### src/rtl/reg_desplazamiento_pkg.sv
// Shared definitions for the universal shift register family.
package reg_desplazamiento_pkg;

  // Operating modes selected by the 2-bit mode input
  typedef enum logic [1:0] {
    MODE_HOLD = 2'b00,
    MODE_SHR  = 2'b01,
    MODE_SHL  = 2'b10,
    MODE_LOAD = 2'b11
  } mode_t;

  // True for the two modes that move data by one bit position
  function automatic logic is_shift(input mode_t m);
    return (m == MODE_SHR) || (m == MODE_SHL);
  endfunction

endpackage

### src/rtl/reg_desplazamiento_universal_contador.sv
// Shift counter: counts shifts within a word and pulses done on the WIDTH-th one.
module contador_desplazamientos #(
  parameter int unsigned WIDTH = 8,
  parameter int unsigned CW    = (WIDTH > 1) ? $clog2(WIDTH) : 1
) (
  input  logic          clk,
  input  logic          rst,
  input  logic          clr,
  input  logic          inc,
  input  logic          restart,
  output logic [CW-1:0] shift_count,
  output logic          done
);

  localparam logic [CW-1:0] LAST = CW'(WIDTH - 1);

  // Count shifts, wrap at the end of a word and flag it for one cycle
  always_ff @(posedge clk or posedge rst) begin
    if (rst) begin
      shift_count <= '0;
      done        <= 1'b0;
    end else begin
      done <= 1'b0;
      if (clr || restart) begin
        shift_count <= '0;
      end else if (inc) begin
        if (shift_count == LAST) begin
          shift_count <= '0;
          done        <= 1'b1;
        end else begin
          shift_count <= shift_count + CW'(1);
        end
      end
    end
  end

endmodule

### src/rtl/reg_desplazamiento_universal.sv
// Universal WIDTH-bit register: hold, shift right, shift left, parallel load.
module reg_desplazamiento_universal
  import reg_desplazamiento_pkg::*;
#(
  parameter int unsigned       WIDTH       = 8,
  parameter logic [WIDTH-1:0]  RESET_VALUE = '0,
  localparam int unsigned      CW          = (WIDTH > 1) ? $clog2(WIDTH) : 1
) (
  input  logic             clk,
  input  logic             rst,
  input  logic             en,
  input  logic             clr,
  input  logic [1:0]       mode,
  input  logic [WIDTH-1:0] d,
  input  logic             sin_msb,
  input  logic             sin_lsb,
  output logic [WIDTH-1:0] q,
  output logic             sout_lsb,
  output logic             sout_msb,
  output logic [CW-1:0]    shift_count,
  output logic             done
);

  mode_t            mode_sel;
  logic [WIDTH-1:0] shr_value;
  logic [WIDTH-1:0] shl_value;
  logic             inc;
  logic             restart;

  assign mode_sel = mode_t'(mode);

  // A 1-bit register has no neighbouring bits: each shift just takes the serial input
  generate
    if (WIDTH == 1) begin : g_single
      assign shr_value = {sin_msb};
      assign shl_value = {sin_lsb};
    end else begin : g_multi
      assign shr_value = {sin_msb, q[WIDTH-1:1]};
      assign shl_value = {q[WIDTH-2:0], sin_lsb};
    end
  endgenerate

  // Data register with priority clr > en > mode
  always_ff @(posedge clk or posedge rst) begin
    if (rst) begin
      q <= RESET_VALUE;
    end else if (clr) begin
      q <= RESET_VALUE;
    end else if (en) begin
      case (mode_sel)
        MODE_HOLD: q <= q;
        MODE_SHR:  q <= shr_value;
        MODE_SHL:  q <= shl_value;
        MODE_LOAD: q <= d;
        default:   q <= q;
      endcase
    end
  end

  assign inc     = en && is_shift(mode_sel);
  assign restart = en && (mode_sel == MODE_LOAD);

  contador_desplazamientos #(
    .WIDTH (WIDTH),
    .CW    (CW)
  ) u_contador (
    .clk         (clk),
    .rst         (rst),
    .clr         (clr),
    .inc         (inc),
    .restart     (restart),
    .shift_count (shift_count),
    .done        (done)
  );

  assign sout_lsb = q[0];
  assign sout_msb = q[WIDTH-1];

endmodule

### config.mk
export PLATFORM = sky130hd
export DESIGN_NAME = reg_desplazamiento_universal
export DESIGN_NICKNAME = d
export VERILOG_FILES = /design/src/rtl/reg_desplazamiento_pkg.sv /design/src/rtl/reg_desplazamiento_universal_contador.sv /design/src/rtl/reg_desplazamiento_universal.sv
export SDC_FILE = /design/constraint.sdc
export NUM_CORES = 1
export LEC_CHECK = 0
export CAP_MARGIN = 10
export CORE_UTILIZATION = 30
export CTS_CLUSTER_DIAMETER = 60
export CTS_CLUSTER_SIZE = 24
export DETAILED_ROUTE_END_ITERATION = 10
export PLACE_DENSITY = 0.69
export RECOVER_POWER = 25
export SLEW_MARGIN = 15
export SYNTH_ARGS = -nofsm -noshare
export SYNTH_HDL_FRONTEND = slang
export SYNTH_SLANG_ARGS = --single-unit
### constraint.sdc
create_clock -name clk -period 1.41 [get_ports clk]
set_input_delay 0.3525 -clock clk [delete_from_list [all_inputs] [get_ports clk]]
set_output_delay 0.3525 -clock clk [all_outputs]
set_load 0.01 [all_outputs]
### Word level (Yosys, flattened, before mapping)

Index checks and enable logic that the tools add are counted.
W data, S select, Z words.

| operators by class | value |
|---|---|
| add/sub/neg operators | 1 |
| eq/ne operators | 5 |
| multiplexer cells | 9 |
| reduce and logical (&&, ||, !) cells | 8 |

Operators by type and width:

| operator | number |
|---|---|
| $pmux W8 S3 | 1 |
| $mux W8 | 2 |
| $mux W3 | 3 |
| $eq A2 B2 Y1 const B | 2 |
| $reduce_bool A2 Y1 | 2 |
| $add A3 B1 Y3 const B | 1 |
| $eq A3 B3 Y1 const B | 1 |
| $mux W1 | 3 |
| $eq A2 B1 Y1 const B | 1 |
| $logic_and A1 B1 Y1 | 2 |
| $logic_not A2 Y1 | 1 |
| $logic_or A1 B1 Y1 | 2 |
| $ne A2 B2 Y1 const B | 1 |
| $reduce_and A2 Y1 | 1 |

| storage, ports and cells | value |
|---|---|
| register bits after elaboration | 12 |
| bits of input ports | 16 |
| output and inout bits | 14 |
| word-level logic and storage cells | 26 |

### Depth between registers and ports, before layout

Gate-level depths: netlist of run 1.

| logic depth | value |
|---|---|
| word-level depth | 5 |
| mapped depth | 7 |
| mapped depth without buffers | 5 |

### Hierarchy

From an unflattened synthesis of run 1, not the netlist that was laid out.

| second synthesis, totals | value |
|---|---|
| cell total of the unflattened synthesis | 73 |
| area, all modules | 739.5 sq um |

By module, submodules not included:

| module | times used | cells an instance | area an instance (sq um) | seq. area each (sq um) |
|---|---|---|---|---|
| reg_desplazamiento_universal | 1 | 57 | 544.3 | 200.2 |
| contador_desplazamientos | 1 | 16 | 195.2 | 100.1 |

### Least setup slack after synthesis of run 1

OpenSTA, ideal clock, no wires.

| path | value |
|---|---|
| kind | input to register |
| start point | in mode[0] |
| end point | reg q[7] |
| library setup time | 96 ps |
| arrival | 1189 ps |
| data required time | 1314 ps |
| setup slack | 125 ps |
| cell stages on the path | 7 |
| buffers on the path | 2 |
| cells stage by stage | inv_1 ha_1 nor2b_4 buf_6 buf_8 nor2_2 a311oi_2 |

| between the ends | value |
|---|---|
| word-level cells in the longest chain between the ends | 4 |
| elaborated cells on any way between the ends | 9 |
| classes of those cells | 4 x eq/ne; 3 x mux; 2 x reduce/logical |

RTL lines:

| element | line | text |
|---|---|---|
| start: declaration | reg_desplazamiento_universal.sv:13 | `input logic [1:0] mode,` |
| $eq A2 B2 Y1 or $eq A2 B1 Y1 (tied branches) | reg_desplazamiento_universal.sv:50 | `case (mode_sel)` |
| $pmux W8 S3 | reg_desplazamiento_universal.sv:50 |  |
| $mux W8 | reg_desplazamiento_universal.sv:49 | `end else if (en) begin` |
| $mux W8 | reg_desplazamiento_universal.sv:47 | `end else if (clr) begin` |
| end signal: assignment | reg_desplazamiento_universal.sv:51 | `MODE_HOLD: q <= q;` |
| end signal: assignment | reg_desplazamiento_universal.sv:52 | `MODE_SHR: q <= shr_value;` |
| end signal: assignment | reg_desplazamiento_universal.sv:53 | `MODE_SHL: q <= shl_value;` |
| end: declaration | reg_desplazamiento_universal.sv:17 | `output logic [WIDTH-1:0] q,` |

Several ways; a longest one is shown, not always the timed one. The select of a mux whose other input is x is not followed.
A chain may end at the register's enable or synchronous reset.

### Final worst setup path of run 1

| path | value |
|---|---|
| start point | in mode[0] |
| end point | reg q[6] |

The elaborated chain is that of the path after synthesis.

==> impl_metrics.toml, run 1 <==
[global_routing]
overflow = 0
largest_net_degree_at_the_start_of_global_routing = 13
grt_antenna_before_repair = 0
first_global_vias = 712
first_pass_grt_wire_length_um = 3150
gr-usage-all-layers_pct = 16.1

[finish]
syn2layout_area_growth_pct = 62.7
layout_common_cells = "buf_4 (17), dlygate4sd2_1 (15), dfrtp_1 (12), clkdlybuf4s50_1 (11)"
antenna_cells_inserted = 0
fin_nets = 139
layoutNonFillerInstCount = 144
layout_cell_share_with_drive_strength_beyond_1_pct = 29.3
mostFrequentLayoutCell = "buf_4"

[synthesis]
synth_sequential_area_ratio_pct = 40.7
library_cells_used_by_synthesis = 19
mappedNetlistArea_um2 = 738
synth.top_cell.area_share_pct = 40.7
ys_seq_elements = 12
synth_fp_nets = 93
cell_types_occupying_the_most_area_after_synthesis = "dfrtp_1 (41%), a22oi_1 (10%), ha_1 (8.5%)"
syn_inst = 72
synthDominantAreaCellType = "dfrtp_1"
synth_warnings = 0
synthesis.area_per_instance_um2 = 10.3

[sta]
period_share_pct = 96.2
finalSetupTns_ns = 0
worst_hold_margin_ns = 0.532
timing.final.max_slew_violations = 0
finalHoldViolations = 0
slew_at_the_pin_closest_to_its_max_slew_limit_ns = 0.462
fin_crit_ns = 1.36
rsz0062_at_grt = "no"
layout_setup_ws_ns = 0.0537
setup_viol = 0
maxClockFrequency_mhz = 737
maxSlewHeadroom_pct = 69.2
fin_skew_ns = 0.000956

[worst_hold_path]
hold_path_class = "primary input to asynchronous set/reset pin"

[route]
routed-via-count = 735
detail_route.iter0.violations = 11
routed_wirelength_normalized_by_instance_count_um = 12.9
routed_wl_um = 1860
ant_nets = 0
drt_first_pass_iters = 5
drc = 0
vias_per_std_cell = 5.10

[run]
drv.max_cap_violation_count = 0

[floorplan]
io_pins = 30
die_area_um2 = 2660
core_um2 = 2280
std_cell_rows = 17
initial_core_util_pct = 32.4
die_x_um = 51.6
dieHeight_um = 51.6

[setup_path]
arrival_ns = 1.53
worst-setup-path-type = "primary input to register"
required_ns = 1.58
maximum_fanout_along_the_worst_path = 7
critical_path.startpoint_type = "primary input"
worst_setup_path_end_kind = "register"

[placement]
detailedPlacementHpwl_um = 1330
dp_worst_setup_slack_ns = -0.436
port-buffer-count = 29
placedCellCount = 135
gp_congestion = 0.768

[cts]
cts-htree-levels = 1
cts.path.max_buffers = 2
clock_network_latency_to_the_later_pin_of_the_worst_skew_pair_ns = 0.26
clk_sinks = 12
cts_tree = "built"
clock-root-buffer = "clkbuf_4"
clk_transition_reported_paths_ns = 0.07
cts-buffers-inserted = 3
post_cts_hold_buffer_count = 0

[power]
clock_power_share_pct = 23.9
power.total_uw = 855
share_seq_of_total_power_pct = 44.0
power_leakage_nw = 0.596
combinational_share_of_power_pct = 32.0
p_sw_share_pct = 27.7
switchingPower_uw = 237
power.density_nw_per_um2 = 712
peakVddDrop_mv = 0.360
internal_power_uw = 618

[outcome]
status = "completed"
==> area by class of cell <==
class                      count  area [um2]
clock buffer                   3        22.5
fill                         213        1070
sequential                    12         300
inverter                       4        15.0
tap                           28        35.0
multi-input combinational     49         379
timing repair buffer          48         449
==> flip-flops by register name (all words and copies together) (netlist names) <==
name / flops
u_contador.shift_count: 3
u_contador.done: 1
q: 8
==> logic make-up after synthesis <==
group | after synthesis | share of synthesized area, %
AOI/OAI and AO/OA | 20 | 23.2
and+or+nand+nor | 24 | 16.4
adders and majority gates | 5 | 8.47
buffers and inverters | 11 | 11.2
DFF | 12 | 40.7
==> worst paths after layout <==
path / slack (ns) / from / end / cells after the start
max: 0.05 / mode[0] / q[6]$_DFFE_PP0P_ / 7
max in group asynchronous: 0.57 / rst / q[0]$_DFFE_PP0P_ / 2
max reg2reg: 0.06 / u_contador.shift_count[0]$_DFFE_PP0P_ / u_contador.shift_count[2]$_DFFE_PP0P_ / 5
min in group clk: 0.57 / u_contador.shift_count[2]$_DFFE_PP0P_ / u_contador.shift_count[2]$_DFFE_PP0P_ / 2
min: 0.53 / rst / u_contador.done$_DFF_PP0_ / 2
min reg2reg: 0.57 / u_contador.shift_count[2]$_DFFE_PP0P_ / u_contador.shift_count[2]$_DFFE_PP0P_ / 2
==> per-layer routing <==
metal | GRT usage, % | wire [um] | vias to the layer above
met5 | 0 | 0 | -
met4 | 8.11 | 27 | 0
met3 | 2.05 | 80 | 2
met2 | 27.1 | 955 | 23
met1 | 20.0 | 795 | 358
li1 | - | - | 352
==> worst max-delay path, cell delays in order <==
cell and delay [ns]:
dlygate4sd2_1 0.26, inv_2 0.08, ha_2 0.19, nor2b_4 0.05
bufbuf_16 0.26, buf_4 0.13, a311oi_1 0.19
==> power groups by stage <==
stage	logic [mW]	registers, mW	clock network, mW
after detailed placement	0.254	0.388	0
after CTS	0.273	0.377	0.212
final	0.274	0.376	0.205
after global routing	0.301	0.379	0.228
after floorplan	0.113	0.398	0
after global placement	0.251	0.387	0
==> what timing repair did <==
item | CTS | global route
endpoints found under the hold margin | 0 | 0
gates cloned | 1 | 0
buffers inserted | 5 | 0
setup endpoints to repair | 26 | 4
pin swaps | 2 | 0
resized for setup | 21 | 4
==> Yosys cell counts (all sizes together) <==
cell,number
a22oi,10
a311oi,8
a32oi,1
and3b,1
buf,6
clkbuf,1
dfrtp,12
ha,5
inv,4
nand2,8
nor2,13
nor2b,1
nor3b,1
o21ai,1
==> metrics by stage <==
step / util (%) / cell area (um2)
final: 52.8 / 1200
after floorplan: - / 738
after global placement: 48.6 / 1110
after CTS: 52.6 / 1200
after detailed placement: 48.6 / 1110
after global routing: 52.8 / 1200
Note: power is estimated with default switching activity, not from simulation.
==> run 2, diff against run 1 <==
- GPL_ROUTABILITY_DRIVEN: default -> 0
==> results of run 2 <==
The final DEF is identical to that of run 1; final timing and power are the same.
==> run 3, diff against run 2 <==
- PLACE_DENSITY: 0.69 -> default
- PLACE_DENSITY_LB_ADDON: default -> 0.15
==> run 3 against run 2 <==
Worst hold slack gained 0.036 ns. Clock skew up 0.0025 ns. Fmax increased by 0.38%. Wire length is 0.16% lower. Die area unchanged. Cell count decreased by 4.9%. Utilization decreased by 3.5 points. Worst setup slack improved by 0.0051 ns. Register-to-register slack improved by 0.13 ns. Sequential power is 1% higher. Flip-flop and latch count unchanged. First-iteration DRC count increased by 18%. Critical endpoint is now q[5]$_DFFE_PP0P_. Highest routed layer unchanged.
==> impl_metrics.toml, run 3 (synthesis results as in run 1) <==
[power]
p_sw_share_pct = 28.4
power_leakage_nw = 0.534
share_seq_of_total_power_pct = 45.9
internal_power_uw = 592
power.total_uw = 827
peakVddDrop_mv = 0.420
clock_power_share_pct = 24.9
combinational_share_of_power_pct = 29.2
switchingPower_uw = 235
power.density_nw_per_um2 = 737

[placement]
place_area_um2 = 1080
detailedPlacementHpwl_um = 1270
port-buffer-count = 29

[route]
ant_nets = 0
drt_first_pass_iters = 4
detail_route.iter0.violations = 13
vias_per_std_cell = 5.07
routed_wirelength_normalized_by_instance_count_um = 13.5
highest_layer = "met4"
wl_met3_um = 133
drc = 0
wl_met2_um = 859
met1Wirelength_um = 847
routed_wl_um = 1860
routed-via-count = 694

[sta]
maxClockFrequency_mhz = 740
finalHoldViolations = 0
slew_at_the_pin_closest_to_its_max_slew_limit_ns = 0.680
setup_viol = 0
rsz0062_at_grt = "no"
maxSlewHeadroom_pct = 54.6
fin_crit_ns = 1.35
fin_skew_ns = 0.00349
period_share_pct = 95.8
timing.final.max_slew_violations = 0

[outcome]
status = "completed"

[finish]
largest_registers = "q: 8 flops, u_contador.shift_count: 3 flops, u_contador.done: 1 flops"
largest_register_ff_count = 8
layout_common_cells = "dlygate4sd2_1 (15), clkdlybuf4s50_1 (12), dfrtp_1 (12), nor2_1 (10), a22oi_1 (10)"
mostFrequentLayoutCell = "dlygate4sd2_1"
fin_nets = 132
antenna_cells_inserted = 0
largest_register = "q"
syn2layout_area_growth_pct = 51.9
post-route-cell-area_um2 = 1120
layout_cell_share_with_drive_strength_beyond_1_pct = 22.9

[cts]
clock-root-buffer = "clkbuf_4"
clock_network_latency_to_the_later_pin_of_the_worst_skew_pair_ns = 0.27
cts_tree = "built"
clk_sinks = 12
cts.path.max_buffers = 2
cts-htree-levels = 1
post_cts_hold_buffer_count = 0
cts-buffers-inserted = 3
clk_transition_reported_paths_ns = 0.07

[floorplan]
die_area_um2 = 2660
core_um2 = 2280
dieHeight_um = 51.6
std_cell_rows = 17
initial_core_util_pct = 32.4
die_x_um = 51.6
io_pins = 30

[run]
drv.max_cap_violation_count = 0

[setup_path]
maximum_fanout_along_the_worst_path = 9
arrival_ns = 1.53
required_ns = 1.59
critical_path.startpoint_type = "primary input"
worst-setup-path-type = "primary input to register"
worst_setup_path_end_kind = "register"

[global_routing]
gr-usage-all-layers_pct = 16.8
largest_net_degree_at_the_start_of_global_routing = 13
overflow = 0
first_global_vias = 673
first_pass_grt_wire_length_um = 3170
grt_antenna_before_repair = 0

[worst_hold_path]
hold_path_class = "register to register"
[run 3: what timing repair did]
item,4_1_cts,5_1_grt
pin swaps,4,0
endpoints found under the setup margin,26,1
resized for setup,24,1
setup buffers,3,0
[run 3: cell type report]
| type | count | area, um2 |
|---|---|---|
| Fill cell | 235 | 1150 |
| Sequential cell | 12 | 300 |
| Clock buffer | 3 | 22.5 |
| Inverter | 4 | 15.0 |
| Multi-Input combinational cell | 49 | 379 |
| Timing Repair Buffer | 41 | 369 |
| Tap cell | 28 | 35.0 |
[run 3: power by group through the flow]
stage	clock network [mW]	logic [mW]	registers, mW
2_1_floorplan	0	0.113	0.398
3_3_place_gp	0	0.240	0.389
3_5_place_dp	0	0.242	0.389
4_1_cts	0.214	0.244	0.380
5_1_grt	0.232	0.267	0.383
6_report	0.206	0.241	0.380
[run 3: critical path: stages]
cell and delay [ns]:
dlygate4sd2_1 0.27, inv_1 0.09, ha_2 0.20, nor2b_4 0.05, buf_12 0.13, buf_6 0.13, buf_4 0.13, a311oi_2 0.18
[run 3: per-stage QoR]
step	hold WS [ns]	TNS [ns]	instances	setup slack [ns]	utilization [%]
final	0.569	0	137	0.0588	49.3
after detailed placement	0.556	-4.56	131	-0.431	47.3
after CTS	0.389	0	137	0.0465	49.6
after floorplan	0.217	0	72	0.125	-
after global routing	0.619	0	137	0.00452	49.3
after global placement	0.552	-4.40	131	-0.422	47.3
[run 3: worst paths after layout]
check / start / to / slack (ns) / depth (start not counted)
min in group asynchronous: rst / u_contador.shift_count[2]$_DFFE_PP0P_ / 0.70 / 3
worst max register to register: u_contador.shift_count[0]$_DFFE_PP0P_ / u_contador.shift_count[2]$_DFFE_PP0P_ / 0.19 / 4
worst max-delay path: mode[0] / q[5]$_DFFE_PP0P_ / 0.06 / 8
worst min-delay path: u_contador.shift_count[1]$_DFFE_PP0P_ / u_contador.shift_count[1]$_DFFE_PP0P_ / 0.57 / 2
worst min register to register: u_contador.shift_count[1]$_DFFE_PP0P_ / u_contador.shift_count[1]$_DFFE_PP0P_ / 0.57 / 2
max in group asynchronous: rst / q[7]$_DFFE_PP0P_ / 0.28 / 3
[run 3: routing by layer]
metal  track usage [%]  up-vias
li1                  -      338
met1              22.3      322
met2              23.8       32
met3              6.73        2
met4              7.21        0
met5                 0        -
